## src/rtl/ctrl_pkg.sv

```systemverilog
// ---------------------------------------------------------------------------
// ctrl_pkg
// Shared definitions for the multicycle RV32I control FSM:
//   - state_t  : FSM state encoding (also exported on state_o for debug)
//   - OP_*     : major opcodes understood by the controller
//   - ALU_*    : fixed ALU operations used for address and branch compares
//   - iclass_t : instruction class derived from opcode/funct3
//   - classify : decodes an instruction word into its class
// ---------------------------------------------------------------------------
package ctrl_pkg;

  typedef enum logic [2:0] {
    S_FETCH      = 3'd0,
    S_DECODE     = 3'd1,
    S_EXECUTE    = 3'd2,
    S_MEMORY     = 3'd3,
    S_WRITE_BACK = 3'd4,
    S_TRAP       = 3'd5
  } state_t;

  localparam logic [6:0] OP_R  = 7'b0110011;
  localparam logic [6:0] OP_I  = 7'b0010011;
  localparam logic [6:0] OP_LW = 7'b0000011;
  localparam logic [6:0] OP_SW = 7'b0100011;
  localparam logic [6:0] OP_BR = 7'b1100011;

  localparam logic [3:0] ALU_ADD = 4'b0000;
  localparam logic [3:0] ALU_SUB = 4'b1000;

  typedef enum logic [2:0] {
    C_R   = 3'd0,
    C_I   = 3'd1,
    C_LW  = 3'd2,
    C_SW  = 3'd3,
    C_BR  = 3'd4,
    C_ILL = 3'd5
  } iclass_t;

  // Loads/stores are word-only and branches are BEQ/BNE only; every other
  // funct3 under those opcodes is treated as illegal.
  function automatic iclass_t classify(input logic [6:0] opcode, input logic [2:0] funct3);
    iclass_t c;
    c = C_ILL;
    case (opcode)
      OP_R:    c = C_R;
      OP_I:    c = C_I;
      OP_LW:   if (funct3 == 3'b010) c = C_LW;
      OP_SW:   if (funct3 == 3'b010) c = C_SW;
      OP_BR:   if (funct3[2:1] == 2'b00) c = C_BR;
      default: c = C_ILL;
    endcase
    return c;
  endfunction

endpackage

```

## src/rtl/wait_timer.sv

```systemverilog
// ---------------------------------------------------------------------------
// wait_timer
// Counts wait cycles of a memory handshake. One instance serves both the
// instruction fetch wait and the data memory wait, since only one of them
// can be in progress at a time and the count clears on every state change.
// Ports:
//   clk, rst   : clock, asynchronous active-high reset
//   clr        : synchronous clear (highest priority after reset)
//   en         : count one more wait cycle
//   load       : load load_val into the counter
//   load_val   : value for load
//   count      : current wait count
//   expired    : the next counted cycle would reach LIMIT
// ---------------------------------------------------------------------------
module wait_timer #(
  parameter int LIMIT = 16,
  parameter int W     = 8
) (
  input  logic         clk,
  input  logic         rst,
  input  logic         clr,
  input  logic         en,
  input  logic         load,
  input  logic [W-1:0] load_val,
  output logic [W-1:0] count,
  output logic         expired
);

  always_ff @(posedge clk or posedge rst) begin
    if (rst) begin
      count <= '0;
    end else if (clr) begin
      count <= '0;
    end else if (load) begin
      count <= load_val;
    end else if (en) begin
      count <= count + 1'b1;
    end
  end

  // Flag one cycle early so the FSM can leave on the edge where the count
  // would reach LIMIT; a handshake in that same cycle still wins.
  assign expired = (count == W'(LIMIT - 1));

endmodule

```

## src/rtl/multicycle_ctrl_hs.sv

```systemverilog
// ---------------------------------------------------------------------------
// multicycle_ctrl_hs
// Multicycle RV32I control FSM with ready/valid handshakes to the
// instruction and data memories, wait timeouts, BEQ/BNE resolution, an
// illegal-instruction trap with a sticky fault state, and a retired
// instruction counter.
// Ports:
//   clk, rst      : clock, asynchronous active-high reset
//   instr         : instruction currently held in the datapath IR
//   iReady        : instruction memory data valid this cycle
//   dReady        : data memory access completes this cycle
//   Zero          : ALU zero flag
//   irWrite       : latch instr into IR
//   PCSrc         : 0 = PC+4, 1 = branch target
//   loadPC        : PC update strobe
//   ALUSrc        : 1 = immediate operand
//   ALUCtrl       : ALU operation
//   RegWrite      : register file write enable
//   MemToReg      : writeback from data memory
//   MemRead       : data memory read request
//   MemWrite      : data memory write request
//   fault         : sticky trap indication
//   instret       : instructions retired (wraps)
//   state_o       : current FSM state
// ---------------------------------------------------------------------------
module multicycle_ctrl_hs
  import ctrl_pkg::*;
#(
  parameter int CNT_W       = 32,
  parameter int MEM_TIMEOUT = 16,
  parameter int ALUC_W      = 4
) (
  input  logic              clk,
  input  logic              rst,
  input  logic [31:0]       instr,
  input  logic              iReady,
  input  logic              dReady,
  input  logic              Zero,
  output logic              irWrite,
  output logic              PCSrc,
  output logic              loadPC,
  output logic              ALUSrc,
  output logic [ALUC_W-1:0] ALUCtrl,
  output logic              RegWrite,
  output logic              MemToReg,
  output logic              MemRead,
  output logic              MemWrite,
  output logic              fault,
  output logic [CNT_W-1:0]  instret,
  output logic [2:0]        state_o
);

  localparam int TW = 8;

  state_t        state_reg;
  state_t        state_next;
  logic          retire;
  logic          timer_en;
  logic          timer_clr;
  logic          timer_expired;
  logic [TW-1:0] timer_count_unused;
  iclass_t       iclass;
  logic [2:0]    funct3;

  // Bits of the instruction word the controller never looks at.
  logic unused_instr;
  assign unused_instr = ^{instr[31], instr[29:15], instr[11:7]};

  assign funct3 = instr[14:12];
  assign iclass = classify(instr[6:0], funct3);

  wait_timer #(
    .LIMIT (MEM_TIMEOUT),
    .W     (TW)
  ) u_wait_timer (
    .clk      (clk),
    .rst      (rst),
    .clr      (timer_clr),
    .en       (timer_en),
    .load     (1'b0),
    .load_val ('0),
    .count    (timer_count_unused),
    .expired  (timer_expired)
  );

  always_comb begin
    state_next = state_reg;
    retire     = 1'b0;
    timer_en   = 1'b0;
    irWrite    = 1'b0;
    PCSrc      = 1'b0;
    loadPC     = 1'b0;
    ALUSrc     = 1'b0;
    ALUCtrl    = '0;
    RegWrite   = 1'b0;
    MemToReg   = 1'b0;
    MemRead    = 1'b0;
    MemWrite   = 1'b0;
    fault      = 1'b0;

    case (state_reg)
      S_FETCH: begin
        irWrite = iReady;
        if (iReady) begin
          state_next = S_DECODE;
        end else begin
          timer_en = 1'b1;
          if (timer_expired) state_next = S_TRAP;
        end
      end

      S_DECODE: begin
        state_next = (iclass == C_ILL) ? S_TRAP : S_EXECUTE;
      end

      S_EXECUTE: begin
        case (iclass)
          C_R: begin
            ALUCtrl    = ALUC_W'({instr[30], funct3});
            state_next = S_WRITE_BACK;
          end
          C_I: begin
            // Only the shift-right group uses instr[30] as an op modifier;
            // for other I-type ops that bit belongs to the immediate.
            ALUCtrl    = ALUC_W'({(funct3 == 3'b101) ? instr[30] : 1'b0, funct3});
            ALUSrc     = 1'b1;
            state_next = S_WRITE_BACK;
          end
          C_LW, C_SW: begin
            ALUCtrl    = ALUC_W'(ALU_ADD);
            ALUSrc     = 1'b1;
            state_next = S_MEMORY;
          end
          C_BR: begin
            ALUCtrl    = ALUC_W'(ALU_SUB);
            // funct3[0] distinguishes BNE from BEQ.
            PCSrc      = Zero ^ funct3[0];
            loadPC     = 1'b1;
            retire     = 1'b1;
            state_next = S_FETCH;
          end
          default: state_next = S_TRAP;
        endcase
      end

      S_MEMORY: begin
        if (iclass == C_LW || iclass == C_SW) begin
          MemRead  = (iclass == C_LW);
          MemWrite = (iclass == C_SW);
          if (dReady) begin
            if (iclass == C_LW) begin
              state_next = S_WRITE_BACK;
            end else begin
              loadPC     = 1'b1;
              retire     = 1'b1;
              state_next = S_FETCH;
            end
          end else begin
            timer_en = 1'b1;
            if (timer_expired) state_next = S_TRAP;
          end
        end else begin
          // IR no longer holds a memory op; nothing sensible to complete.
          state_next = S_TRAP;
        end
      end

      S_WRITE_BACK: begin
        RegWrite   = 1'b1;
        MemToReg   = (instr[6:0] == OP_LW);
        loadPC     = 1'b1;
        retire     = 1'b1;
        state_next = S_FETCH;
      end

      S_TRAP: begin
        fault = 1'b1;
      end

      default: state_next = S_TRAP;
    endcase

    // Outputs are quiet for the whole time reset is applied, not just
    // after the first edge.
    if (rst) begin
      retire   = 1'b0;
      timer_en = 1'b0;
      irWrite  = 1'b0;
      PCSrc    = 1'b0;
      loadPC   = 1'b0;
      ALUSrc   = 1'b0;
      ALUCtrl  = '0;
      RegWrite = 1'b0;
      MemToReg = 1'b0;
      MemRead  = 1'b0;
      MemWrite = 1'b0;
      fault    = 1'b0;
    end
  end

  assign timer_clr = (state_next != state_reg);

  always_ff @(posedge clk or posedge rst) begin
    if (rst) begin
      state_reg <= S_FETCH;
      instret   <= '0;
    end else begin
      state_reg <= state_next;
      if (retire) instret <= instret + 1'b1;
    end
  end

  assign state_o = state_reg;

endmodule

```

## config.mk

```make
export PLATFORM = sky130hd
export DESIGN_NAME = multicycle_ctrl_hs
export DESIGN_NICKNAME = d
export VERILOG_FILES = /design/src/rtl/ctrl_pkg.sv /design/src/rtl/wait_timer.sv /design/src/rtl/multicycle_ctrl_hs.sv
export SDC_FILE = /design/constraint.sdc
export NUM_CORES = 1
export LEC_CHECK = 0
export CAP_MARGIN = 20
export CELL_PAD_IN_SITES_DETAIL_PLACEMENT = 1
export CELL_PAD_IN_SITES_GLOBAL_PLACEMENT = 2
export CORE_UTILIZATION = 33
export CTS_CLUSTER_SIZE = 12
export DETAILED_ROUTE_END_ITERATION = 8
export DONT_BUFFER_PORTS = 1
export HOLD_SLACK_MARGIN = 0.05
export PLACE_DENSITY_LB_ADDON = 0.1
export SLEW_MARGIN = 40
export SYNTH_ARGS = -nofsm -noshare
export SYNTH_HDL_FRONTEND = slang
export SYNTH_HIERARCHICAL = 1
export SYNTH_SLANG_ARGS = --single-unit
```

## constraint.sdc

```tcl
create_clock -name clk -period 2.4 [get_ports clk]
set_input_delay 0.36 -clock clk [delete_from_list [all_inputs] [get_ports clk]]
set_output_delay 0.36 -clock clk [all_outputs]
set_load 0.1 [all_outputs]
```

==> reports/results.tsv <==
metric	value	unit
maxSlewHeadroom	62.40	%
nets	393	
diodes	0	
p_leak	1.543	nW
synth_cell_types	50	
rows	31	
worst_setup_path_end_kind	primary output	
synth_xor_area_share	12.66	%
routed_wl	7107	µm
synth_area_leaders	dfrtp_1, xor2_1, xnor2_1, nand2_1, nand4_1	
startpoint_type	flip-flop	
yosysTopAreaCell	dfrtp_1	
cts_tree	done	
synth_compound_area_share	8.783	%
drive_gt1_share	30.14	%
dpl_worst_slack	-14.09	ps
yosysTopAreaCellShare	42.20	%
yosysWarnings	6	
async_flop_share	100.0	%
cts.sinks	43	
die_w	89.91	µm
final_common_cell	buf_4	
wire_per_inst	15.65	µm
track_usage	19.18	%
fmax	0.4425	GHz
clk_latency	300	ps
synthAdderAreaFrac	0.9814	%
coreArea	7370	µm²
crit_chain	nand2_4, nor4_4, nand4_1, and2_1, clkinvlp_4, buf_8	
setup_violations	0	
port_buffers	0	
drtAntennaViolNets	0	
slowest_stage	dfrtp_4	
place_hpwl	5459	µm
fin_util	47.83	%
vias	2318	
timing.clock.skew	4.157	ps
hold_class	in2async	
powerDensity	672.0	nW/µm²
hold_viol_final	0	
synth_top_family_by_area	simple AND/OR/NAND/NOR gates	
area_delta_synth_final	38.22	%
io_pins	85	
synth-seq-area-share	42.20	%
synth-simple-area-share	30.91	%
fin_area	3525	µm²
first_iter_violations	86	
die_y	89.91	µm
cp_slowest_stage_delay	480	ps
grt_max_degree	36	
cts_buffers	5	
slew_violations	0	
start_util	34.60	%
worstPathArrival	1900	ps
gp_congestion	0.7873	
status	completed	
fin_crit_sh	94.16	%
setup-tns-final	0	ps
vdd_drop_max	0.3064	mV
synthMuxAreaShare	1.276	%
grt_pass1_vias	2445	
synth_edf_count	0	
crit_type	reg2out	
placed_area	3401	µm²
via_per_inst	5.106	
ys_seq_elements	43	
layout_common_cells	buf_4, dfrtp_1, nand2_1	
synthesis.area	2550	µm²
syn_inst	279	
maxCapViolCount	0	
synth_ff_type	dfrtp_1	
cts_root_buf	clkbuf_8	
antenna_found_initial	0	
grt-ovfl-total	0	
cts.reportedPaths.clkPinSlew	80	ps
detail_route.drc_violations	0	
crit_fanout	7	
cts-htree-levels	2	
syn_avg_cell_area	9.140	µm²
die_area	8083	µm²
grt_pass1_wl	12420	µm
rsz0062_at_grt	no	
worst_pin_slew	559.7	ps
finalWorstSetupSlack	140.1	ps
worst_ep_required_time	2040	ps
ctsLongestPathBuffers	2	
fin_crit	2260	ps
dr.pass1.iters	4	
[kinds of logic (layout without fill, tap and decap cells)]
logic type / count (synthesis) / count (layout)
flops: 43 / 43
buf+inv: 18 / 83
xor+xnor: 36 / 36
compound gates: 36 / 36
mux: 3 / 3
fa+ha+maj: 2 / 2
simple gates: 140 / 140
other cells: 1 / 12
[report_power, final]
group	switching (mW)	total, mW	internal, mW
Combinational	0.663	0.928	0.265
Clock	0.250	0.483	0.232
Sequential	0.129	0.958	0.829
[synth_stat cells, types with 3 or more instances]
library cell,n
nand3_1,9
xnor2_1,17
xor2_1,18
nor4b_1,4
dfrtp_1,43
o21ai_0,11
nand2_1,35
a21oi_1,11
and3_1,5
a211oi_1,4
nor2_1,24
nor4_1,3
clkbuf_1,6
inv_1,8
nand4_1,16
nor3_1,17
or3_1,3
and2_1,5
[final timing paths]
| kind | from | endpoint | slack [ps] | depth (start not counted) |
|---|---|---|---|---|
| max | state_o[0] | loadPC | 140 | 6 |
| min | rst | state_o[1] | 60 | 2 |
| max reg2reg | state_o[2] | u_wait_timer/count[7] | 260 | 8 |
| min reg2reg | instret[0] | instret[0] | 550 | 1 |
| max in group asynchronous | rst | u_wait_timer/count[6] | 1700 | 2 |
| min in group clk | rst | u_wait_timer/count[6] | 410 | 4 |
[sequential cells by signal, summed over array words and instances, names as in the netlist]
signal / flops
instret: 32
u_wait_timer/count: 8
state_o: 3
[worst max-delay path: cells and delay by family (launching register included)]
kind	cells	cell delay, ps
flip-flops	1	480
buffers and inverters	2	350
AND/OR/NAND/NOR	4	770
[metrics by stage]
step                      cells  power, mW  hold WS [ps]
after floorplan             290      1.695         175.7
after global placement      443      1.864         229.6
after detailed placement    443      1.881         224.2
after CTS                   452      2.383         70.25
after global routing        454      2.517         100.4
final                       454      2.369         57.74
[cell type report]
class / count / area [µm²]
Multi-Input combinational cell: 229 / 1560
Clock inverter: 1 / 5.005
Sequential cell: 43 / 1086
Clock buffer: 7 / 86.33
Fill cell: 875 / 3845
Tap cell: 99 / 123.9
Inverter: 8 / 37.54
Timing Repair Buffer: 67 / 625.6
[routing by layer]
layer | up-vias | global-route usage (%) | wire length [µm]
met5 | - | 0 | 0
met4 | 0 | 7.258 | 147
met3 | 12 | 4.146 | 368
met2 | 56 | 30.38 | 3222
met1 | 1118 | 25.68 | 3368
li1 | 1132 | - | -
[timing repair]
item / in CTS / in global routing
pin swaps: 0 / 1
hold buffers: 1 / 0
endpoints found under the hold margin: 8 / 0
buffers inserted: 0 / 2
endpoints found under the setup margin: 1 / 1
resized for setup: 1 / 1
Note: power is estimated with default switching activity, not from simulation.
